[src/rtl/switch_pkg.sv]
// Shared types and constants for the 4x4 packet switch.
package switch_pkg;

  localparam int unsigned NPORTS = 4;
  localparam int unsigned DW     = 8;

  typedef logic [1:0]    port_id_t;
  typedef logic [DW-1:0] byte_t;

  typedef struct packed {
    logic  valid;
    logic  sop;
    logic  eop;
    byte_t data;
  } flit_t;

endpackage

[src/rtl/rr_arbiter.sv]
// Round-robin arbiter for one output port. A grant locks the output to the winning input
// until rel (eop transferred) is seen; the next search starts just after the last winner.
module rr_arbiter
  import switch_pkg::*;
(
  input  logic              clk,
  input  logic              reset,
  input  logic [NPORTS-1:0] req,
  input  logic              rel,
  output logic              locked,
  output port_id_t          owner
);

  logic     locked_q;
  port_id_t owner_q;
  port_id_t ptr_q;
  port_id_t winner;
  port_id_t cand;
  logic     found;

  always_comb begin
    found  = 1'b0;
    winner = ptr_q;
    cand   = ptr_q;
    for (int k = 0; k < NPORTS; k++) begin
      cand = ptr_q + port_id_t'(k);
      if (!found && req[cand]) begin
        found  = 1'b1;
        winner = cand;
      end
    end
  end

  always_ff @(posedge clk) begin
    if (reset) begin
      locked_q <= 1'b0;
      owner_q  <= '0;
      ptr_q    <= '0;
    end else if (locked_q) begin
      if (rel) locked_q <= 1'b0;
    end else if (found) begin
      locked_q <= 1'b1;
      owner_q  <= winner;
      ptr_q    <= winner + 2'd1;
    end
  end

  assign locked = locked_q;
  assign owner  = owner_q;

endmodule

[src/rtl/switch_4x4.sv]
// 4x4 packet crossbar: per-output round-robin arbitration with packet locking and a
// 2-entry registered skid buffer on every output.
module switch_4x4
  import switch_pkg::*;
(
  input  logic                 clk,
  input  logic                 reset,
  input  logic [NPORTS-1:0]    in_valid,
  input  logic [NPORTS-1:0]    in_sop,
  input  logic [NPORTS-1:0]    in_eop,
  input  logic [NPORTS*DW-1:0] in_data,
  output logic [NPORTS-1:0]    in_ready,
  output logic [NPORTS-1:0]    out_valid,
  output logic [NPORTS-1:0]    out_sop,
  output logic [NPORTS-1:0]    out_eop,
  output logic [NPORTS*DW-1:0] out_data,
  input  logic [NPORTS-1:0]    out_ready
);

  logic     [NPORTS-1:0] locked;
  logic     [NPORTS-1:0] room;
  logic     [NPORTS-1:0] in_locked;
  port_id_t [NPORTS-1:0] owner;

  // Lock table view from the input side; ready depends only on registered state.
  always_comb begin
    in_locked = '0;
    in_ready  = '0;
    for (int d = 0; d < NPORTS; d++) begin
      if (locked[d]) begin
        in_locked[owner[d]] = 1'b1;
        in_ready[owner[d]]  = room[d];
      end
    end
  end

  for (genvar d = 0; d < NPORTS; d++) begin : g_out
    logic [NPORTS-1:0] req;
    port_id_t          sel;
    flit_t             in_flit;
    flit_t             head_q;
    flit_t             tail_q;
    logic [1:0]        cnt_q;
    logic              push;
    logic              pop;
    logic              rel;

    always_comb begin
      req = '0;
      for (int i = 0; i < NPORTS; i++) begin
        req[i] = in_valid[i] && in_sop[i] && !in_locked[i] &&
                 (in_data[i*DW +: 2] == port_id_t'(d));
      end
    end

    rr_arbiter u_arb (
      .clk    (clk),
      .reset  (reset),
      .req    (req),
      .rel    (rel),
      .locked (locked[d]),
      .owner  (owner[d])
    );

    assign sel     = owner[d];
    assign in_flit = '{valid: in_valid[sel], sop: in_sop[sel], eop: in_eop[sel],
                       data: in_data[int'(sel)*DW +: DW]};
    assign room[d] = (cnt_q != 2'd2);
    assign push    = locked[d] && in_valid[sel] && room[d];
    assign rel     = push && in_eop[sel];
    assign pop     = head_q.valid && out_ready[d];

    // head_q drives the port directly; tail_q only fills while the sink stalls.
    always_ff @(posedge clk) begin
      if (reset) begin
        head_q <= '0;
        tail_q <= '0;
        cnt_q  <= 2'd0;
      end else begin
        unique case (cnt_q)
          2'd0: begin
            if (push) begin
              head_q <= in_flit;
              cnt_q  <= 2'd1;
            end
          end
          2'd1: begin
            if (push && pop) begin
              head_q <= in_flit;
            end else if (push) begin
              tail_q <= in_flit;
              cnt_q  <= 2'd2;
            end else if (pop) begin
              head_q.valid <= 1'b0;
              cnt_q        <= 2'd0;
            end
          end
          default: begin
            if (pop) begin
              head_q <= tail_q;
              cnt_q  <= 2'd1;
            end
          end
        endcase
      end
    end

    assign out_valid[d]          = head_q.valid;
    assign out_sop[d]            = head_q.valid && head_q.sop;
    assign out_eop[d]            = head_q.valid && head_q.eop;
    assign out_data[d*DW +: DW]  = head_q.data;
  end

endmodule

[config.mk]
export PLATFORM = sky130hd
export DESIGN_NAME = switch_4x4
export DESIGN_NICKNAME = d
export VERILOG_FILES = /design/src/rtl/switch_pkg.sv /design/src/rtl/rr_arbiter.sv /design/src/rtl/switch_4x4.sv
export SDC_FILE = /design/constraint.sdc
export NUM_CORES = 1
export LEC_CHECK = 0
export ABC_AREA = 1
export BUFFER_PORTS_ARGS = -buffer_cell sky130_fd_sc_hd__buf_2
export CAP_MARGIN = 40
export CORE_ASPECT_RATIO = 0.5
export CORE_UTILIZATION = 50
export CTS_CLUSTER_DIAMETER = 50
export DETAILED_ROUTE_END_ITERATION = 8
export GPL_ROUTABILITY_DRIVEN = 0
export PLACE_DENSITY = 0.73
export SYNTH_ARGS = -nofsm -noshare
export SYNTH_HDL_FRONTEND = slang
export SYNTH_HIERARCHICAL = 1
export SYNTH_SLANG_ARGS = --single-unit
[constraint.sdc]
create_clock -name clk -period 2.7 [get_ports clk]
set_clock_uncertainty 0.2 [all_clocks]
set_input_delay 0.27 -clock clk [delete_from_list [all_inputs] [get_ports clk]]
set_output_delay 0.27 -clock clk [all_outputs]
set_load 0.01 [all_outputs]
# == Yosys cells after proc, flatten, opt, wreduce, memory -nomap -nowiden ==
# Cells that the tools add are included.
# op_classes
addsub,16
multipliers,0
div_mod_pow,0
order_cmp,24
eq_ne,44
shift,4
mux,167
bitwise_logic,12
n_reduce_logical,116
# op_table
cell,n
indexed part select 32 x 6 -> 8 bit,4
two-way mux 11 bit,8
case mux 11 bit (2 select lines),4
two-way mux 1 bit,72
logical AND 1 bit,68
two-way mux 2 bit,32
"< comparator 2 x 3 -> 1 bit, second input constant",20
binary-select mux 1 bit (select 2 bit),28
two-way mux 10 bit,4
"inequality test 3 bit, second input constant",12
two-way mux 4 bit,8
"inequality test 2 bit, second input constant",16
AND reduction 4 bit,8
AND reduction 3 bit,8
"adder 2 x 1 -> 2 bit, second input constant",8
"adder 2 bit, second input constant",8
"== test 2 x 1 -> 1 bit, second input constant",8
"== test 2 bit, second input constant",8
zero test 1 bit,16
zero test 2 bit,8
case mux 2 bit (2 select lines),4
bitwise mux 4 bit,3
bitwise OR 4 bit,3
nonzero test 3 bit,4
other kinds (5),21
# word_totals
ff_bits,116
latchBits,0
ram_bits,0
romBits,0
inputBits,50
wordCells,431
mem_count,0

# == Logic depth before layout (Yosys ltp) ==
# Gate-level depths: netlist (run 1).
# logic_depth
ltp_word,28
mapped_depth,23

# == Modules after synthesis ==
# The synthesis (run 1) kept the hierarchy.
# modules_own_cells
mod,n_inst,cells_each,area_per_inst_um2,seq_area_each_um2
switch_4x4,1,1053,6223.5,1921.8
rr_arbiter (g_out[0].u_arb ...),3,102,603.1,100.1
rr_arbiter (g_out[3].u_arb),1,97,619.3,100.1

# == Worst setup path before layout (run 1) ==
# No wires, ideal clock.
# synth_timing
path_type,flip-flop to flip-flop
start,register g_out[3].u_arb.owner_q[0]
end,register g_out[3].u_arb.ptr_q[1]
setup_time_ps,110
arrival_ps,2168
path_slack_ps,223
stages_incl_launch_ff,18
n_path_buf,1
period_less_slack_ps,2477
cell_sequence,dfxtp_1 -> inv_2 -> nor2_1 -> buf_2 -> a211oi_1 -> nand3_1 -> nor3_1 -> nand2_1 -> nand2_4 -> nand2_1 -> nand2_4 -> nand4_1 -> nand2_1 -> nand2_2 -> a21oi_1 -> nand2_1 -> inv_1 -> nor2_1
# synth_between
elab_chain_cells,22
# synth_rtl
item,line,source
from (decl),rr_arbiter.sv:15,port_id_t owner_q;
from (signal assigned),rr_arbiter.sv:43,owner_q <= winner;
< comparator 2 x 3 -> 1 bit (implied by the code) or >= comparator 2 x 1 -> 1 bit (tied branches),switch_4x4.sv:31,in_locked[owner[d]] = 1'b1;
logical AND 1 bit (implied by the code),switch_4x4.sv:31,
two-way mux 1 bit (implied by the code),switch_4x4.sv:31,
demux 1 bit (select 2 bit) (*),switch_4x4.sv:31,
bitwise OR 4 bit (no line) (*),-,
two-way mux 4 bit (*),switch_4x4.sv:30,if (locked[d]) begin
zero test 1 bit (*),switch_4x4.sv:51,req[i] = in_valid[i] && in_sop[i] && !in_locked[i] &&
logical AND 1 bit (*) (2 in a row),switch_4x4.sv:51,
via g_out[3].req[1],switch_4x4.sv:38,logic [NPORTS-1:0] req;
[... 5 more ...],-,
two-way mux 1 bit,rr_arbiter.sv:27,if (!found && req[cand]) begin
zero test 1 bit,rr_arbiter.sv:27,
logical AND 1 bit,rr_arbiter.sv:27,
two-way mux 1 bit,rr_arbiter.sv:27,
zero test 1 bit,rr_arbiter.sv:27,
logical AND 1 bit,rr_arbiter.sv:27,
two-way mux 2 bit or two-way mux 1 bit (tied branches),rr_arbiter.sv:27,
adder 2 x 1 -> 2 bit or AND reduction 2 bit (tied branches),-,
to (signal assigned),rr_arbiter.sv:44,ptr_q <= winner + 2'd1;
to (decl),rr_arbiter.sv:16,port_id_t ptr_q;
# The timed path passes the listed nets; every way through them passes the cells marked *. The select of a mux whose other input is x is not followed.
# A chain may end at the register's enable or synchronous reset.

# == Worst setup path in the final report (run 1) ==
# layout_timing
start,register g_out[0].u_arb.owner_q[0]
end,register g_out[2].u_arb.owner_q[1]
# layout_between
elab_chain_cells,27
# layout_rtl
item,line
from (decl),rr_arbiter.sv:15
from (signal assigned),rr_arbiter.sv:43
< comparator 2 x 3 -> 1 bit (implied by the code) or >= comparator 2 x 1 -> 1 bit (tied branches),switch_4x4.sv:31
logical AND 1 bit (implied by the code),switch_4x4.sv:31
two-way mux 1 bit (implied by the code),switch_4x4.sv:31
demux 1 bit (select 2 bit) (*),switch_4x4.sv:31
two-way mux 4 bit (*),switch_4x4.sv:30
bitwise OR 4 bit (no line),-
two-way mux 4 bit (*),switch_4x4.sv:30
bitwise OR 4 bit (no line),-
[... 6 more ...],-
via g_out[2].req[3],switch_4x4.sv:38
[... 5 more ...],-
two-way mux 1 bit,rr_arbiter.sv:27
zero test 1 bit,rr_arbiter.sv:27
logical AND 1 bit,rr_arbiter.sv:27
two-way mux 1 bit,rr_arbiter.sv:27
zero test 1 bit,rr_arbiter.sv:27
logical AND 1 bit,rr_arbiter.sv:27
two-way mux 1 bit,rr_arbiter.sv:27
AND reduction 2 bit (no line),-
to (signal assigned),rr_arbiter.sv:43
to (decl),rr_arbiter.sv:15
# Marked as above.

==> impl_metrics.yaml, run 1 <==
power_and_ir_drop:
  swShare_pct: 47.4
  power_switching_uw: 5010
  clkPwrFrac_pct: 20.3
  power.total_uw: 10600
  intPower_uw: 5550
  power_frac_comb_pct: 54.6
  p_leak_uw: 0.00509
  power_density_mw_per_mm2: 1050
  p_seq_share_pct: 25.1
  ir_drop_v: 0.000451
global_route:
  antenna_found_initial: 3
  grt_pass1_wl_um: 39300
  gr-total-overflow: 0
  grt_max_degree: 66
  grt_use_total_pct: 27.5
  grt_pass1_vias: 8243
worst_setup_path:
  worstPathMaxFanout: 5
  required_ns: 2.81
  start_kind: "register"
  crit_path_cell_trace: "buf_4 > nand2_2 > inv_2 > nand2_1 > nand4_1 > buf_4 > nor3_1 > buf_4 > inv_2 > nand2_2 > nand2_2 > o21ai_4 > nand4_1 > nand2_1 > nand2_1 > nand2_1 > nand2_1 > o211ai_1 > inv_1"
  ff2ff_path_depth: 19
  endpoint_kind: "register"
  crit_slowest_cell: "dfxtp_4"
  critPathKind: "register to register"
  worst_path_largest_cell_delay_ns: 0.36
  r2r_slack_ns: -0.03
  worstPathArrival_ns: 2.84
  cp_common_cell: "nand2_1"
  r2r-start: "g_out[0].u_arb/owner[0]"
  rr_endpoint: "g_out[2].u_arb/owner[1]"
sta:
  holdWs_ns: 0.0631
  fmax_mhz: 366
  rsz0062_at_grt: "true"
  setup-tns-final_ns: -0.0610
  relSlewSlack_pct: 51.6
  tightest_slew_ns: 0.725
  fin_crit_ns: 2.73
  setup_ws_ns: -0.0335
  final_max_slew_viol_count: 0
  setup_viol: 2
  period_share_pct: 101
  hold_violations: 0
drt:
  wl_per_cell_um: 14.3
  ant_nets: 0
  via_per_inst: 5.34
  drtIter0Drc: 926
  drc: 0
  routed_wl_um: 25300
  vias: 9422
  drt-pass1-iter-count: 6
yosys:
  yosysWarnings: 6
  synth_fa_ha_area_share_pct: 0
  synth_edf_count: 0
  syn_area_mm2: 0.00865
  synth-simple-area-share_pct: 44.2
  synthCells: 1456
  synthFlopType: "dfxtp_1"
  synth_area_per_cell_um2: 5.94
  synth_top_family_by_area: "simple AND/OR/NAND/NOR gates"
  async_flop_share_pct: 0
  ys_seq_elements: 116
  syn_nets: 1506
  muxShareOfSynthArea_pct: 0
  netlist_top_cells_area: "dfxtp_1 27%, nand2_1 22%, nor2_1 7.6%"
  yosysUniqueCellTypes: 38
  yosys.area.top_type: "dfxtp_1"
  synth_top_cell_area_share_pct: 26.8
  ys_seq_area_share_pct: 26.8
  synth_xor_xnor_area_share_pct: 0
  synth_compound_area_share_pct: 13.9
worst_hold_path:
  hold_path_end: "g_out[2].cnt_q[1]"
  holdCritPathClass: "input pin to register"
  min-delay-start: "out_ready[2]"
  holdPathStages: 4
floorplan:
  io-pin-count: 98
  die-area_mm2: 0.0179
  die_h_um: 95.0
  core-area_mm2: 0.0166
  die_width_um: 188
  placementRows: 33
  initial_utilization_pct: 52.0
finish:
  nets: 1575
  instances_no_fill: 1765
  drive_gt1_share_pct: 22.8
  area_delta_synth_final_pct: 15.9
  postLayoutCoreUtil_pct: 60.2
placement:
  placement.io_buffers: 97
  dp.cells: 1722
  dp_hpwl_um: 18100
clocking:
  insertion_delay_ns: 0.41
  cts_buffer_depth: 2
  cts_max_level: 4
  cts_buffers: 17
  cts_root_buf: "clkbuf_16"
  cts_sinks: 116
  postCtsHoldBufs: 0
  cts_tree: "yes"
  clk_pin_slew_worst_paths_ns: 0.06
status:
  violations: "negative setup slack"
  status: "finished with violations"
flow_run:
  maxCapViolations: 0
state kept, by name, indices dropped and copies added (netlist names):
name and flops:
out_valid 4, g_out.u_arb/ptr_q 8, g_out.head_q 8, g_out.u_arb/locked 4, g_out.u_arb/owner 8, g_out.tail_q 44
out_data 32, g_out.cnt_q 8
per-stage QoR:
stage	area (µm²)	setup slack (ns)
finish	10000	-0.0335
global route	10000	-0.223
CTS	9630	-0.0255
detailed placement	9080	0.00507
global placement	9080	0.122
floorplan	8650	0.223
layout make-up:
type                            instances  area [µm²]
Sequential cell                       116        2350
Inverter                              187         712
Antenna cell                            1        2.50
Timing Repair Buffer                  141         832
Fill cell                            1526        6620
Clock inverter                         11         113
Multi-Input combinational cell       1062        5290
Clock buffer                           20         437
Tap cell                              227         284
cell families after synthesis:
group,Yosys count
buffers and inverters,278
and+or+nand+nor,870
DFF,116
AOI/OAI and AO/OA,192
layer usage:
| layer | vias to the layer above | GRT usage (%) | share of wire [%] |
|---|---|---|---|
| met5 | - | 0 | 0.047 |
| met4 | 2 | 11.4 | 2.7 |
| met3 | 75 | 6.00 | 8.9 |
| met2 | 404 | 44.8 | 46 |
| met1 | 4243 | 35.6 | 43 |
| li1 | 4698 | - | - |
power groups by stage:
stage	combinational, µW	sequential, µW	clock (µW)
global placement	5240	2610	0
detailed placement	5370	2630	0
floorplan	4520	2490	0
finish	5770	2650	2140
CTS	5410	2610	2160
global route	6450	2720	2250
worst max-delay path by stage:
stage | startpoint | to | slack, ns | cells after the start
final | g_out[0].u_arb/owner[0] | g_out[2].u_arb/owner[1] | -0.03 | 19
after detailed placement | g_out[0].u_arb/owner[0] | g_out[2].u_arb/owner[1] | 0.005 | 18
after CTS | g_out[0].u_arb/owner[0] | g_out[3].u_arb/ptr_q[1] | -0.03 | 18
after floorplan | g_out[3].u_arb/owner[0] | g_out[3].u_arb/ptr_q[1] | 0.22 | 17
after global routing | g_out[0].u_arb/owner[0] | g_out[2].u_arb/ptr_q[1] | -0.22 | 19
after global placement | g_out[2].u_arb/owner[1] | g_out[1].u_arb/ptr_q[1] | 0.12 | 16
layout by cell type (no fill, tap or decap), types with 40 or more instances in the layout:
cell,synthesis,final
nor2_1,175,169
nand2_1,498,478
o21ai_0,75,74
inv_1,172,159
nand2_2,50,67
buf_4,42,42
nand3_1,64,57
dfxtp_1,116,105
a21oi_1,40,40
buf_2,22,97
Yosys cell counts (7+ instances only):
cell / count
buf_2: 22
o2111ai_1: 26
dfxtp_1: 116
nor2_1: 175
nor3_1: 19
buf_6: 9
nand4_1: 23
nand2_1: 498
buf_4: 42
a21oi_1: 40
nand3_2: 7
clkbuf_1: 16
inv_1: 172
nand2_2: 50
a22oi_1: 23
nand3_1: 64
nand2_4: 14
o21ai_0: 75
inv_2: 11
critical path, delay by kind of cell (launching register included):
kind | cells | cell delay, ns
simple gates | 11 | 1.09
buf+inv | 6 | 0.64
flops | 1 | 0.36
compound gates | 2 | 0.31
what timing repair did:
action | CTS | global route
buffers inserted | 0 | 11
pin swaps | 0 | 32
hold endpoints to repair | 0 | 0
cloned | 0 | 0
resized for setup | 0 | 97
endpoints found under the setup margin | 3 | 20
Note: power is estimated with default switching activity, not from simulation.
==> run 2, diff against run 1 <==
--- a/config.mk
+++ b/config.mk
@@ -11,2 +11,3 @@
 export CORE_ASPECT_RATIO = 0.5
+export CORE_MARGIN = 1.5
 export CORE_UTILIZATION = 50
@@ -16,2 +17,3 @@
 export PLACE_DENSITY = 0.73
+export SKIP_CTS_REPAIR_TIMING = 1
 export SYNTH_ARGS = -nofsm -noshare
==> constraint.sdc (replaced) <==
create_clock -name clk -period 2.7 [get_ports clk]
set_clock_uncertainty 0.2 [all_clocks]
set_input_delay 0.54 -clock clk [delete_from_list [all_inputs] [get_ports clk]]
set_output_delay 0.54 -clock clk [all_outputs]
set_load 0.01 [all_outputs]
==> impl_metrics.yaml, run 2 (synthesis results as in run 1) <==
drt:
  wl_per_cell_um: 14.6
  drtIter0Drc: 993
  drc: 0
  via_per_inst: 5.38
  vias: 9568
  drt-pass1-iter-count: 6
  ant_nets: 0
  routed_wl_um: 25900
finish:
  final_common_cell: "nand2_1"
  nets: 1586
  final_cell_mix: "479 x nand2_1, 165 x nor2_1, 162 x inv_1, 105 x dfxtp_1, 97 x buf_2"
  area_delta_synth_final_pct: 17.3
  largest-register: "g_out.tail_q"
  largest_reg_flops: 44
  instances_no_fill: 1778
  drive_gt1_share_pct: 23.8
  postLayoutCoreUtil_pct: 61.0
placement:
  dp_hpwl_um: 18500
  placement.io_buffers: 97
  dp.cells: 1735
global_route:
  gr-total-overflow: 0
  grt_pass1_wl_um: 40900
  grt_use_total_pct: 28.4
  antenna_found_initial: 2
  grt_pass1_vias: 8494
  grt_max_degree: 73
sta:
  fin_crit_ns: 2.61
  rsz0062_at_grt: "true"
  hold_violations: 0
  fmax_mhz: 383
  setup_viol: 0
  period_share_pct: 96.8
  relSlewSlack_pct: 58.2
  holdWs_ns: 0.249
  tightest_slew_ns: 0.626
  final_max_slew_viol_count: 0
worst_setup_path:
  cp_common_cell: "nand2_2"
  critPathKind: "register to register"
  endpoint_kind: "register"
  r2r_slack_ns: 0.09
  worstPathMaxFanout: 5
  crit_family: "simple AND/OR/NAND/NOR gates"
  worst_path_largest_cell_delay_ns: 0.39
  required_ns: 2.80
  crit_slowest_cell: "dfxtp_4"
  worstPathArrival_ns: 2.71
  critical_path_buf_inv_count: 3
  crit_path_cell_trace: "buf_6 > nor2_4 > nand2_2 > nand2_2 > nor2_4 > nand3_4 > nor3_2 > buf_4 > nand2_1 > nand2_1 > nand2_2 > nand2_4 > nand2_2 > nand2_1 > nand2_1 > nand2_2 > nand2_2 > nor2_2 > buf_4 > a211oi_2"
  start_kind: "register"
status:
  status: "finished clean"
worst_hold_path:
  holdCritPathClass: "register to register"
clocking:
  insertion_delay_ns: 0.42
  cts_max_level: 4
  cts_tree: "yes"
  cts_sinks: 116
  clk_pin_slew_worst_paths_ns: 0.06
  cts_root_buf: "clkbuf_16"
  cts_buffers: 17
  cts_buffer_depth: 2
floorplan:
  die-area_mm2: 0.0181
  placementRows: 33
  die_h_um: 96.0
  core-area_mm2: 0.0166
  die_width_um: 189
  initial_utilization_pct: 52.0
  io-pin-count: 98
power_and_ir_drop:
  p_leak_uw: 0.00514
  ir_drop_v: 0.000456
  power_density_mw_per_mm2: 1050
flow_run:
  maxCapViolations: 0
run 2: power by group:
group	internal, µW	switching [µW]
logic	2060	3860
clock network	1220	926
registers	2220	416
total	5500	5200
run 2: final timing paths:
kind	start	to	depth (start not counted)
max	g_out[0].u_arb/owner[0]	g_out[2].u_arb/ptr_q[0]	20
min	g_out[2].tail_q[2]	g_out[2].tail_q[2]	2
max reg2reg	g_out[0].u_arb/owner[0]	g_out[2].u_arb/ptr_q[0]	20
min reg2reg	g_out[2].tail_q[2]	g_out[2].tail_q[2]	2
run 2: cell type report:
type,instances,area (µm²)
diodes,2,5.00
clock buffers,18,439
clock inverters,14,118
fillers,1563,6490
inverters,187,714
multi-input cells,1062,5320
flip-flops and latches,116,2350
well taps,227,284
repair buffers,152,922
run 2: per-layer routing:
layer | global-route usage, % | vias up | routed length [µm]
met5 | 0 | - | 13
met4 | 10.4 | 2 | 558
met3 | 7.36 | 58 | 2520
met2 | 47.4 | 410 | 12000
met1 | 35.8 | 4378 | 10800
li1 | - | 4720 | -
run 2: through the flow:
| step | power (µW) | TNS (ns) | cell area, µm² | setup WS [ns] |
|---|---|---|---|---|
| finish | 10700 | 0 | 10200 | 0.0868 |
| global placement | 7960 | 0 | 9180 | 0.0887 |
| global route | 11600 | -0.504 | 10100 | -0.0945 |
| floorplan | 7010 | 0 | 8650 | 0.223 |
| detailed placement | 8110 | 0 | 9180 | 0.0546 |
| CTS | 10300 | -0.0700 | 9740 | -0.0503 |
run 2: worst reg2reg max path, stage by stage, from the launching register on:
cell and delay (ns):
dfxtp_4 0.39, buf_6 0.12, nor2_4 0.04, nand2_2 0.05
nand2_2 0.07, nor2_4 0.13, nand3_4 0.14, nor3_2 0.22
buf_4 0.15, nand2_1 0.05, nand2_1 0.10, nand2_2 0.07
nand2_4 0.12, nand2_2 0.09, nand2_1 0.07, nand2_1 0.07
nand2_2 0.09, nand2_2 0.06, nor2_2 0.12, buf_4 0.12
a211oi_2 0.03
==> run 3, diff against run 2 <==
CTS_BUF_LIST = sky130_fd_sc_hd__clkbuf_8   (was default)
==> impl_metrics.yaml, run 3 (synthesis results as in run 1) <==
sta:
  relSlewSlack_pct: 56.7
  period_share_pct: 96.2
  setup-tns-final_ns: 0
  setup_viol: 0
  holdWs_ns: 0.242
  fmax_mhz: 385
  tightest_slew_ns: 0.650
  fin_crit_ns: 2.60
  hold_violations: 0
  final_max_slew_viol_count: 0
  rsz0062_at_grt: "true"
placement:
  dp.cells: 1735
  dp_hpwl_um: 18500
  post_dp_cell_area_mm2: 0.00918
  placement.io_buffers: 97
power_and_ir_drop:
  p_leak_uw: 0.00499
  power.total_uw: 9840
  power_density_mw_per_mm2: 1010
  ir_drop_v: 0.000426
worst_setup_path:
  crit_slowest_cell: "dfxtp_1"
  required_ns: 1.96
  worst_path_largest_cell_delay_ns: 0.40
  r2r_slack_ns: 0.12
  crit_path_cell_trace: "inv_1 > nand2_1 > nor2_1 > a21oi_1 > nand2_1 > a22oi_1 > buf_2"
  start_kind: "register"
  worstPathArrival_ns: 1.86
  cp_common_cell: "nand2_1"
  critPathKind: "register to primary output"
  endpoint_kind: "primary output"
  worstPathMaxFanout: 5
finish:
  area_delta_synth_final_pct: 12.9
  final_common_cell: "nand2_1"
  final_area_mm2: 0.00977
  nets: 1580
  final_cell_mix: "493 x nand2_1, 168 x nor2_1, 164 x inv_1, 106 x dfxtp_1, 97 x buf_2"
  drive_gt1_share_pct: 21.7
  largest_reg_flops: 44
  largest-register: "g_out.tail_q"
  instances_no_fill: 1772
drt:
  drc: 0
  routed_wl_um: 25100
  via_per_inst: 5.30
  ant_nets: 0
  vias: 9388
  drtIter0Drc: 918
  wl_per_cell_um: 14.2
  drt-pass1-iter-count: 5
clocking:
  cts_sinks: 116
  cts_root_buf: "clkbuf_8"
  cts_max_level: 4
  cts_tree: "yes"
  clk_pin_slew_worst_paths_ns: 0.09
  cts_buffers: 17
  cts_buffer_depth: 2
  insertion_delay_ns: 0.46
floorplan:
  die_h_um: 96.0
  die-area_mm2: 0.0181
  initial_utilization_pct: 52.0
  placementRows: 33
  die_width_um: 189
  io-pin-count: 98
  core-area_mm2: 0.0166
status:
  status: "finished clean"
global_route:
  grt_use_total_pct: 28.0
  grt_pass1_wl_um: 40300
  grt_pass1_vias: 8428
  grt_max_degree: 73
  gr-total-overflow: 0
  antenna_found_initial: 3
flow_run:
  maxCapViolations: 0
worst_hold_path:
  holdCritPathClass: "input pin to register"
==> run 3: cell count changes in the layout (fill, tap and decap cells not counted), moves of 2 or more <==
cell       previous run  this run
buf_4                51        47
buf_6                 3         1
clkbuf_16            17         0
clkbuf_8              1        18
inv_1               162       164
nand2_1             479       493
nand2_2              69        55
nand3_1              55        61
nand3_2              14         9
nor2_1              165       168
nor2_4                8         4
nor3_2               12        16
nor3_4                5         1
==> run 3: power breakdown <==
group	internal (µW)	leakage [µW]	switching, µW	total [µW]
sequential	2210	0.000954	398	2610
clock	684	0.000180	836	1520
combinational	1980	0.00386	3740	5720
==> run 3: per-stage QoR <==
stage	utilization (%)	setup WS (ns)
after floorplan	-	0.223
after global placement	55.2	0.0887
after detailed placement	55.2	0.0546
after CTS	57.4	-0.0993
after global routing	58.7	-0.0877
final	58.7	0.104
==> run 3: layout make-up <==
class / count / area [µm²]
clock buffer: 18 / 248
antenna: 2 / 5.00
fill: 1632 / 6870
clock inverter: 14 / 118
multi-input combinational: 1062 / 5180
timing repair buffer: 146 / 870
sequential: 116 / 2350
inverter: 187 / 712
tap: 227 / 284
==> run 3: worst max-delay path: cells and delay by family (launching register included) <==
kind / cells / cell delay [ns]
flip-flops: 1 / 0.40
AND/OR/NAND/NOR: 3 / 0.28
AO/OA/AOI/OAI: 2 / 0.44
buffers and inverters: 2 / 0.29
==> run 3: path summary, 6_finish.rpt <==
kind	start	to	cells past startpoint
worst min register to register	g_out[2].tail_q[7]	g_out[2].tail_q[7]	2
worst max-delay path	g_out[1].cnt_q[0]	in_ready[1]	7
worst min-delay path	reset	out_data[27]	4
worst max register to register	g_out[3].u_arb/owner[1]	g_out[2].u_arb/ptr_q[0]	19
==> run 3: routing by layer <==
layer / wire (µm) / track usage [%] / share of wire (%)
met1: 10800 / 35.2 / 43
met2: 11300 / 45.8 / 45
met3: 2440 / 8.60 / 9.7
met4: 529 / 9.99 / 2.1
met5: 12 / 0 / 0.048
